<file path="src/rtl/lsu_pkg.sv">
// Shared types and constants for the load/store unit: funct3 codes, FSM states,
// byte-enable patterns and the latched bus request payload.
package lsu_pkg;

  localparam int unsigned XLEN = 32;
  localparam int unsigned BE_W = XLEN / 8;

  localparam logic [2:0] F3_LB  = 3'b000;
  localparam logic [2:0] F3_LH  = 3'b001;
  localparam logic [2:0] F3_LW  = 3'b010;
  localparam logic [2:0] F3_LBU = 3'b100;
  localparam logic [2:0] F3_LHU = 3'b101;

  localparam logic [BE_W-1:0] BE_NONE = 4'b0000;
  localparam logic [BE_W-1:0] BE_BYTE = 4'b0001;
  localparam logic [BE_W-1:0] BE_HALF = 4'b0011;
  localparam logic [BE_W-1:0] BE_WORD = 4'b1111;

  typedef enum logic [1:0] {
    IDLE = 2'd0,
    BUS  = 2'd1,
    DONE = 2'd2
  } lsu_state_e;

  typedef struct packed {
    logic            we;
    logic [XLEN-1:0] addr;
    logic [XLEN-1:0] wdata;
    logic [BE_W-1:0] be;
  } lsu_req_t;

endpackage

</file>
<file path="src/rtl/lsu_if.sv">
// Data-bus valid/ready channel between the load/store unit (master) and memory (slave).
interface lsu_if;
  logic        bus_valid;
  logic        bus_we;
  logic [31:0] bus_addr;
  logic [31:0] bus_wdata;
  logic [3:0]  bus_be;
  logic        bus_ready;
  logic [31:0] bus_rdata;

  modport master (
    output bus_valid, bus_we, bus_addr, bus_wdata, bus_be,
    input  bus_ready, bus_rdata
  );

  modport slave (
    input  bus_valid, bus_we, bus_addr, bus_wdata, bus_be,
    output bus_ready, bus_rdata
  );
endinterface

</file>
<file path="src/rtl/lsu_align.sv">
// Combinational lane logic: access legality, store lane replication / byte enables,
// and load byte/halfword extraction with sign or zero extension.
module lsu_align
  import lsu_pkg::*;
(
  input  logic            mem_we,
  input  logic [2:0]      funct3,
  input  logic [1:0]      addr_lo,
  input  logic [XLEN-1:0] store_data,
  input  logic [2:0]      ld_funct3,
  input  logic [1:0]      ld_addr_lo,
  input  logic [XLEN-1:0] ld_word,
  output logic            legal_c,
  output logic [XLEN-1:0] wdata_c,
  output logic [BE_W-1:0] be_c,
  output logic [XLEN-1:0] load_data_c
);

  logic [7:0]  ld_byte;
  logic [15:0] ld_half;

  // Unsigned loads have no store counterpart; halfword/word need natural alignment.
  always_comb begin
    legal_c = 1'b0;
    case (funct3)
      F3_LB:   legal_c = 1'b1;
      F3_LH:   legal_c = ~addr_lo[0];
      F3_LW:   legal_c = (addr_lo == 2'b00);
      F3_LBU:  legal_c = ~mem_we;
      F3_LHU:  legal_c = ~mem_we & ~addr_lo[0];
      default: legal_c = 1'b0;
    endcase
  end

  always_comb begin
    wdata_c = store_data;
    be_c    = BE_WORD;
    case (funct3)
      F3_LB: begin
        wdata_c = {4{store_data[7:0]}};
        be_c    = BE_BYTE << addr_lo;
      end
      F3_LH: begin
        wdata_c = {2{store_data[15:0]}};
        be_c    = BE_HALF << addr_lo;
      end
      default: begin
        wdata_c = store_data;
        be_c    = BE_WORD;
      end
    endcase
  end

  always_comb begin
    ld_byte = ld_word[7:0];
    case (ld_addr_lo)
      2'd0:    ld_byte = ld_word[7:0];
      2'd1:    ld_byte = ld_word[15:8];
      2'd2:    ld_byte = ld_word[23:16];
      default: ld_byte = ld_word[31:24];
    endcase
    ld_half = ld_addr_lo[1] ? ld_word[31:16] : ld_word[15:0];
  end

  always_comb begin
    load_data_c = ld_word;
    case (ld_funct3)
      F3_LB:   load_data_c = {{24{ld_byte[7]}}, ld_byte};
      F3_LBU:  load_data_c = {24'd0, ld_byte};
      F3_LH:   load_data_c = {{16{ld_half[15]}}, ld_half};
      F3_LHU:  load_data_c = {16'd0, ld_half};
      default: load_data_c = ld_word;
    endcase
  end

endmodule

</file>
<file path="src/rtl/load_store_unit.sv">
// Memory stage: issues one valid/ready bus transaction per load/store, stalls the
// core until it completes or times out, and registers the extended load result.
module load_store_unit
  import lsu_pkg::*;
#(
  parameter int unsigned TIMEOUT_CYCLES = 255
) (
  input  logic        clk,
  input  logic        rst,
  input  logic        mem_req,
  input  logic        mem_we,
  input  logic [2:0]  funct3,
  input  logic [31:0] addr,
  input  logic [31:0] store_data,
  output logic [31:0] rdata,
  output logic        stall,
  output logic        access_err,
  lsu_if.master       bus
);

  localparam int unsigned CNT_W = $clog2(TIMEOUT_CYCLES + 1);

  lsu_state_e       state;
  lsu_req_t         req_q;
  logic             valid_q;
  logic [2:0]       ld_funct3;
  logic [1:0]       ld_addr_lo;
  logic [CNT_W-1:0] cnt;

  logic             legal_c;
  logic [XLEN-1:0]  wdata_c;
  logic [BE_W-1:0]  be_c;
  logic [XLEN-1:0]  load_data_c;

  lsu_align u_align (
    .mem_we      (mem_we),
    .funct3      (funct3),
    .addr_lo     (addr[1:0]),
    .store_data  (store_data),
    .ld_funct3   (ld_funct3),
    .ld_addr_lo  (ld_addr_lo),
    .ld_word     (bus.bus_rdata),
    .legal_c     (legal_c),
    .wdata_c     (wdata_c),
    .be_c        (be_c),
    .load_data_c (load_data_c)
  );

  // Stall must rise in the request cycle itself so the core holds the instruction.
  assign stall = (state == BUS) || ((state == IDLE) && mem_req && legal_c);

  assign bus.bus_valid = valid_q;
  assign bus.bus_we    = req_q.we;
  assign bus.bus_addr  = req_q.addr;
  assign bus.bus_wdata = req_q.wdata;
  assign bus.bus_be    = req_q.be;

  always_ff @(posedge clk) begin
    if (rst) begin
      state      <= IDLE;
      req_q      <= '0;
      valid_q    <= 1'b0;
      ld_funct3  <= 3'd0;
      ld_addr_lo <= 2'd0;
      cnt        <= '0;
      rdata      <= 32'd0;
      access_err <= 1'b0;
    end else begin
      access_err <= 1'b0;
      case (state)
        IDLE: begin
          if (mem_req) begin
            if (legal_c) begin
              req_q.we    <= mem_we;
              req_q.addr  <= {addr[31:2], 2'b00};
              req_q.wdata <= wdata_c;
              req_q.be    <= be_c;
              ld_funct3   <= funct3;
              ld_addr_lo  <= addr[1:0];
              cnt         <= '0;
              valid_q     <= 1'b1;
              state       <= BUS;
            end else begin
              access_err  <= 1'b1;
            end
          end
        end
        BUS: begin
          // A ready on the final allowed cycle still completes the access.
          if (bus.bus_ready) begin
            if (!req_q.we) begin
              rdata <= load_data_c;
            end
            valid_q <= 1'b0;
            state   <= DONE;
          end else if (cnt == CNT_W'(TIMEOUT_CYCLES - 1)) begin
            valid_q    <= 1'b0;
            access_err <= 1'b1;
            state      <= DONE;
          end else begin
            cnt <= cnt + 1'b1;
          end
        end
        DONE: begin
          state <= IDLE;
        end
        default: begin
          valid_q <= 1'b0;
          state   <= IDLE;
        end
      endcase
    end
  end

endmodule

</file>
<file path="src/flat_wrapper.sv">
// flat-port wrapper written by rule: the top's interface ports become plain ports
module load_store_unit_flat import lsu_pkg::*;
#(
  parameter int unsigned TIMEOUT_CYCLES = 255
)
  (clk, rst, mem_req, mem_we, funct3, addr, store_data, rdata, stall, access_err, bus_bus_valid, bus_bus_we, bus_bus_addr, bus_bus_wdata, bus_bus_be, bus_bus_ready, bus_bus_rdata);
  lsu_if bus_i ();
  input  logic clk;
  input  logic rst;
  input  logic mem_req;
  input  logic mem_we;
  input  logic [2:0] funct3;
  input  logic [31:0] addr;
  input  logic [31:0] store_data;
  output logic [31:0] rdata;
  output logic stall;
  output logic access_err;
  output wire logic [$bits(bus_i.bus_valid)-1:0] bus_bus_valid;
  output wire logic [$bits(bus_i.bus_we)-1:0] bus_bus_we;
  output wire logic [$bits(bus_i.bus_addr)-1:0] bus_bus_addr;
  output wire logic [$bits(bus_i.bus_wdata)-1:0] bus_bus_wdata;
  output wire logic [$bits(bus_i.bus_be)-1:0] bus_bus_be;
  input wire logic [$bits(bus_i.bus_ready)-1:0] bus_bus_ready;
  input wire logic [$bits(bus_i.bus_rdata)-1:0] bus_bus_rdata;
  assign bus_bus_valid = bus_i.bus_valid;
  assign bus_bus_we = bus_i.bus_we;
  assign bus_bus_addr = bus_i.bus_addr;
  assign bus_bus_wdata = bus_i.bus_wdata;
  assign bus_bus_be = bus_i.bus_be;
  assign bus_i.bus_ready = bus_bus_ready;
  assign bus_i.bus_rdata = bus_bus_rdata;
  load_store_unit #(.TIMEOUT_CYCLES(TIMEOUT_CYCLES)) u_core (.clk(clk), .rst(rst), .mem_req(mem_req), .mem_we(mem_we), .funct3(funct3), .addr(addr), .store_data(store_data), .rdata(rdata), .stall(stall), .access_err(access_err), .bus(bus_i));
endmodule
</file>
<file path="config.mk">
export PLATFORM = sky130hd
export DESIGN_NAME = load_store_unit_flat
export DESIGN_NICKNAME = d
export VERILOG_FILES = /design/src/rtl/lsu_pkg.sv /design/src/rtl/lsu_if.sv /design/src/rtl/lsu_align.sv /design/src/rtl/load_store_unit.sv /design/src/flat_wrapper.sv
export SDC_FILE = /design/constraint.sdc
export NUM_CORES = 1
export LEC_CHECK = 0
export CORE_ASPECT_RATIO = 1.5
export CORE_UTILIZATION = 48
export CTS_BUF_LIST = sky130_fd_sc_hd__clkbuf_2 sky130_fd_sc_hd__clkbuf_4 sky130_fd_sc_hd__clkbuf_8
export DETAILED_ROUTE_END_ITERATION = 6
export PLACE_DENSITY = 0.88
export SETUP_SLACK_MARGIN = 0.4
export SYNTH_ARGS = -nofsm -noshare
export SYNTH_HDL_FRONTEND = slang
export SYNTH_SLANG_ARGS = --single-unit
</file>
<file path="constraint.sdc">
create_clock -name clk -period 4.7 [get_ports clk]
set_input_delay 0.47 -clock clk [delete_from_list [all_inputs] [get_ports clk]]
set_output_delay 0.47 -clock clk [all_outputs]
set_load 0.03 [all_outputs]
</file>
==> metrics.yaml, run 1 <==
worst_setup_path:
  worstSetupPathType: "in -> out"
  reg2regPathDepth: 5
  cp-end-kind: "output port"
  crit_path_max_fanout: 15
  start_kind: "input pin"
  arrival_ns: 2.72
  worst_ep_required_time_ns: 4.23
clock_tree:
  cts_post_setup_buffers_inserted: 0
  ctsHtreeMaxLevel: 4
  cts_tree: "built"
  cts-root-buf: "clkbuf_8"
  clock_sinks: 116
  cts_max_path_buffers: 2
  clock_latency_ns: 0.41
  ctsHoldBuffers: 0
  ctsResizeCount: 0
  numCtsBuffers: 17
  clk_pin_slew_ns: 0.06
cells_and_area:
  syn2layout_area_growth_pct: 45.7
  final_common_cell: "clkdlybuf4s50_1"
  multi_input_area_sq_um: 2550
  diodes: 0
  final_cell_mix: "clkdlybuf4s50_1 (204), nand2_1 (145), dfxtp_1 (116), a21oi_1 (71), nor2_1 (50)"
  seqCellArea_sq_um: 2320
  nFillCells: 815
  fin_nets: 916
  drive_above_1_share_pct: 7.44
  final_util_pct: 71.5
timing:
  finClkSkew_ns: 0.00331
  worst_hold_slack_ns: 0.448
  tns_ns: 0
  maxSlewViolCount: 0
  hold_violations: 0
  max-slew-margin-rel_pct: 25.4
  setup_viol: 0
  layout_min_cycle_time_ns: 3.19
  rsz0062_at_grt: "no"
  period_share_pct: 67.8
  max_freq_mhz: 314
  tightest_slew_ns: 1.12
die:
  dieArea_sq_um: 11200
  coreArea_sq_um: 10500
  die_y_microns: 129
  chipWidth_microns: 86.8
  start_util_pct: 49.1
  core.rowCount: 46
  num_io_pins: 208
yosys:
  synth_edf_count: 0
  yosys_warnings: 0
  async_reset_ff_share_pct: 0
  synth_cell_types: 50
  yosys-top-cells-area: "dfxtp_1 (45%), nand2_1 (11%), a21oi_1 (6.9%)"
  avgSynthCellArea_sq_um: 8.13
  ys_seq_area_share_pct: 44.9
  synth.ff_latch_count: 116
  synth_area_sq_um: 5170
  synth_top_area_share_pct: 44.9
  netlist_instances: 636
  synth_top_cell_by_area: "dfxtp_1"
  synth_ff_type: "dfxtp_1"
global_routing:
  track_usage_pct: 28.9
  grt_max_degree: 78
  antenna_found_initial: 0
  grt_pass1_wl_microns: 25000
  grt_pass1_vias: 5188
  overflow: 0
placed_design:
  portBuffers: 205
  gp_congestion: 0.876
  dp_hpwl_microns: 11400
status:
  status: "completed"
run:
  maxCapViolations: 0
pwr:
  max-vdd-ir-drop_v: 0.000237
  power_density_nw_per_um2: 320
  power.leakage_nw: 2.58
routing:
  via_per_inst: 5.54
  route.detailed.drc: 0
  routedWlPerCell_microns: 16.5
  first_pass_iters: 5
  vias: 5336
  drtIter0Drc: 312
  ant_nets: 0
  routed_wl_microns: 15900
worst_hold_path:
  hold_path_class: "reg -> reg"
  hold_path_depth: 2
[cells in the mapped netlist, drive strengths merged (2+ instances only)]
| library cell | instances |
|---|---|
| nand3 | 7 |
| nand2b | 3 |
| or3 | 6 |
| inv | 11 |
| o32ai | 5 |
| and2 | 6 |
| and3b | 2 |
| nand4 | 2 |
| mux2i | 11 |
| nand3b | 9 |
| or2 | 2 |
| a31oi | 2 |
| nor3 | 14 |
| a311oi | 10 |
| ha | 2 |
| nor2b | 2 |
| a21oi | 73 |
| nor3b | 2 |
| a211oi | 34 |
| o31a | 2 |
| nor4 | 2 |
| nor2 | 50 |
| buf | 29 |
| dfxtp | 116 |
| clkbuf | 25 |
| a211o | 2 |
| a221oi | 3 |
| mux2 | 16 |
| o21ai | 30 |
| o211ai | 2 |
| nand2 | 145 |
[worst paths after layout]
path                             from                  endpoint  slack, ns
max                         funct3[0]                     stall       1.51
min          u_core.bus.bus_wdata[30]  u_core.bus.bus_wdata[30]       0.45
max reg2reg           u_core.state[1]  u_core.bus.bus_wdata[19]       2.26
min reg2reg  u_core.bus.bus_wdata[30]  u_core.bus.bus_wdata[30]       0.45
[metrics by stage]
step / cells / area [sq um] / power (mW) / setup slack, ns
2_1_floorplan: 637 / 5170 / 1.35 / 2.66
3_3_place_gp: 935 / 7170 / 1.57 / 1.44
3_5_place_dp: 935 / 7170 / 1.58 / 1.36
4_1_cts: 964 / 7530 / 2.43 / 1.51
5_1_grt: 964 / 7530 / 2.52 / 1.38
6_report: 964 / 7530 / 2.41 / 1.51
[power breakdown]
part / switching, mW / leakage [nW] / internal (mW)
Combinational: 0.272 / 1.44 / 0.223
Clock: 0.362 / 0.197 / 0.488
Sequential: 0.0338 / 0.944 / 1.03
Total: 0.668 / 2.58 / 1.75
[state kept, by name, indices dropped and copies added (netlist names)]
signal,count
u_core.bus.bus_wdata,32
u_core.bus.bus_we,1
u_core.bus.bus_be,4
u_core.bus.bus_valid,1
u_core.rdata,32
u_core.cnt,8
u_core.state,2
u_core.ld_addr_lo,2
u_core.bus.bus_addr,30
u_core.ld_funct3,3
u_core.access_err,1
[area by class of cell]
cell class | count | share of cell area (%)
sequential | 116 | 30.8
timing repair buffer | 208 | 27.5
tap | 144 | 2.39
clock buffer | 24 | 4.22
clock inverter | 5 | 0.664
inverter | 11 | 0.548
multi-input combinational | 456 | 33.8
[logic make-up after synthesis]
kind of cell / count (synthesis) / share of synthesized area (%)
AO/OA/AOI/OAI: 169 / 20.6
adder cells (fa/ha/maj): 2 / 0.484
buffers and inverters: 65 / 6.10
flip-flops: 116 / 44.9
multiplexers: 28 / 6.05
other: 1 / 0.0725
AND/OR/NAND/NOR: 255 / 21.8
[critical path: stages]
cell,delay (ns)
clkdlybuf4s50_1,0.79
a221oi_2,0.56
o21ai_4,0.09
nand2_1,0.12
clkdlybuf4s50_1,0.68
[metal layers]
metal / wire, microns / track usage, % / vias to the layer above
li1: - / - / 2549
met2: 7740 / 48.8 / 249
met3: 1220 / 9.43 / 65
met1: 5880 / 30.2 / 2473
met5: 0 / 0 / -
met4: 1030 / 20.0 / 0
(Power assumes the default switching activity.)
==> run 2, diff against run 1 <==
--- a/config.mk
+++ b/config.mk
@@ -6,10 +6,10 @@
 export NUM_CORES = 1
 export LEC_CHECK = 0
 export CORE_ASPECT_RATIO = 1.5
-export CORE_UTILIZATION = 48
+export CORE_UTILIZATION = 40
 export CTS_BUF_LIST = sky130_fd_sc_hd__clkbuf_2 sky130_fd_sc_hd__clkbuf_4 sky130_fd_sc_hd__clkbuf_8
 export DETAILED_ROUTE_END_ITERATION = 6
-export PLACE_DENSITY = 0.88
+export PLACE_DENSITY = 0.78
 export SETUP_SLACK_MARGIN = 0.4
 export SYNTH_ARGS = -nofsm -noshare
 export SYNTH_HDL_FRONTEND = slang
==> constraint.sdc (replaced) <==
create_clock -name clk -period 2.76 [get_ports clk]
set_input_delay 0.276 -clock clk [delete_from_list [all_inputs] [get_ports clk]]
set_output_delay 0.276 -clock clk [all_outputs]
set_load 0.03 [all_outputs]
==> metrics.yaml, run 2 (synthesized netlist as in run 1, its figures left out) <==
cells_and_area:
  final_common_cell: "clkdlybuf4s50_1"  # unchanged
  multi_input_area_sq_um: 2550  # unchanged
  diodes: 0  # unchanged
  seqCellArea_sq_um: 2320  # unchanged
  syn2layout_area_growth_pct: 48.5  # was 45.7%
  nFillCells: 1070  # was 815
  fin_nets: 925  # was 916
  final_cell_mix: "clkdlybuf4s50_1 (203), nand2_1 (145), dfxtp_1 (116), a21oi_1 (71), nor2_1 (50)"  # was clkdlybuf4s50_1 (204), nand2_1 (145), dfxtp_1 (116), a21oi_1 (71), nor2_1 (50)
  drive_above_1_share_pct: 8.78  # was 7.44%
  design_area_sq_um: 7680  # was 7530 sq um
  final_util_pct: 61.4  # was 71.5%
worst_setup_path:
  worst-path-buf-inv: 0  # was 2
  crit_path_max_fanout: 15  # unchanged
  start_kind: "register"  # was input pin
  cp_slowest_stage_delay_ns: 0.72  # was 0.79 ns
  cp-end-kind: "register"  # was output port
  cpMaxStageDelayCell: "dfxtp_1"  # was clkdlybuf4s50_1
  crit_family: "flip-flops"  # was buffers and inverters
  path_cells: "mux4_2, a21oi_2, a211oi_1"  # was clkdlybuf4s50_1, a221oi_2, o21ai_4, nand2_1, clkdlybuf4s50_1
  arrival_ns: 2.31  # was 2.72 ns
  worstSetupPathType: "reg -> reg"  # was in -> out
  worst_ep_required_time_ns: 3.03  # was 4.23 ns
clock_tree:
  ctsResizeCount: 0  # unchanged
  clock_latency_ns: 0.43  # was 0.41 ns
  clock_sinks: 116  # unchanged
  cts_max_path_buffers: 2  # unchanged
  cts_tree: "built"  # unchanged
  ctsHoldBuffers: 0  # unchanged
  numCtsBuffers: 17  # unchanged
  cts-root-buf: "clkbuf_8"  # unchanged
  ctsHtreeMaxLevel: 4  # unchanged
  clk_pin_slew_ns: 0.07  # was 0.06 ns
  cts_post_setup_buffers_inserted: 0  # unchanged
timing:
  maxSlewViolCount: 0  # unchanged
  max_freq_mhz: 491
  max-slew-margin-rel_pct: 50.2  # was 25.4%
  tns_ns: 0  # unchanged
  period_share_pct: 73.9
  setup_viol: 0  # unchanged
  finClkSkew_ns: 0.0140  # was 0.00331 ns
  hold_violations: 0  # unchanged
  layout_min_cycle_time_ns: 2.04
  worst_hold_slack_ns: 0.392  # was 0.448 ns
  rsz0062_at_grt: "no"  # unchanged
  tightest_slew_ns: 0.747  # was 1.12 ns
placed_design:
  dp_hpwl_microns: 11600  # was 11400 microns
  portBuffers: 205  # unchanged
  place_area_sq_um: 7270  # was 7170 sq um
  gp_congestion: 0.866  # was 0.876
routing:
  routed_wl_microns: 16100  # was 15900 microns
  via_per_inst: 5.41  # was 5.54
  route.detailed.drc: 0  # unchanged
  routedWlPerCell_microns: 16.3  # was 16.5 microns
  ant_nets: 0  # unchanged
  drtIter0Drc: 321  # was 312
  vias: 5342  # was 5336
  first_pass_iters: 5  # unchanged
die:
  chipWidth_microns: 94.8  # was 86.8 microns
  start_util_pct: 41.3  # was 49.1%
  coreArea_sq_um: 12500  # was 10500 sq um
  num_io_pins: 208  # unchanged
  die_y_microns: 141  # was 129 microns
  dieArea_sq_um: 13400  # was 11200 sq um
  core.rowCount: 50  # was 46
global_routing:
  grt_pass1_wl_microns: 25500  # was 25000 microns
  grt_max_degree: 69  # was 78
  overflow: 0  # unchanged
  antenna_found_initial: 0  # unchanged
  grt_pass1_vias: 5198  # was 5188
  track_usage_pct: 24.4  # was 28.9%
pwr:
  power_density_nw_per_um2: 559  # was 320 nW/um^2
  fin_total_pwr_mw: 4.29  # was 2.41 mW
  power.leakage_nw: 2.65  # was 2.58 nW
  max-vdd-ir-drop_v: 0.000293  # was 0.000237 V
run:
  maxCapViolations: 0  # unchanged
status:
  status: "completed"  # unchanged
worst_hold_path:
  hold_path_class: "in -> reg"  # was reg -> reg
-- run 2: cell types whose count changed in the layout (fill, tap and decap cells not counted), sizes merged --
cell	previous run	this run
buf	4	14
clkbuf	24	21
bufinv	1	3
clkinv	4	6
clkdlybuf4s50	204	203
clkinvlp	0	1
-- run 2: per-stage QoR --
step                      setup WS [ns]  std cells
after floorplan                    1.11        637
after global placement            0.384        956
after detailed placement          0.285        956
after CTS                         0.721        987
after global routing              0.572        987
final                             0.722        987
-- run 2: final cells by class --
type                       instances  share of cell area [%]
multi-input combinational        456                    33.2
clock buffer                      21                    3.60
inverter                          11                   0.538
sequential                       116                    30.2
timing repair buffer             217                    28.2
clock inverter                    10                    1.71
tap                              156                    2.54
-- run 2: worst reg2reg max path, delay by kind of cell (launching register included) --
kind | cells | cell delay [ns]
AO/OA/AOI/OAI | 2 | 0.54
flip-flops | 1 | 0.72
multiplexers | 1 | 0.63
-- run 2: metal layers --
| layer | part of all wire [%] | track usage (%) |
|---|---|---|
| met3 | 7.2 | 6.38 |
| met1 | 37 | 26.6 |
| met2 | 52 | 42.9 |
| met5 | 0 | 0 |
| met4 | 3.1 | 11.6 |
-- run 2: path summary, 6_finish.rpt --
kind                                start                       to  slack (ns)  cells after the start
setup / recovery     u_core.ld_addr_lo[1]         u_core.rdata[11]        0.72                      3
hold / removal                   addr[10]  u_core.bus.bus_addr[10]        0.39                      3
setup reg to reg     u_core.ld_addr_lo[1]         u_core.rdata[11]        0.72                      3
hold reg to reg   u_core.bus.bus_wdata[2]  u_core.bus.bus_wdata[2]        0.45                      2
-- run 2: power by group --
part | switching, mW | total [mW] | leakage (nW) | internal (mW)
Sequential | 0.0579 | 1.82 | 0.944 | 1.76
Combinational | 0.466 | 0.860 | 1.50 | 0.394
Clock | 0.667 | 1.62 | 0.212 | 0.949
Total | 1.19 | 4.29 | 2.65 | 3.10
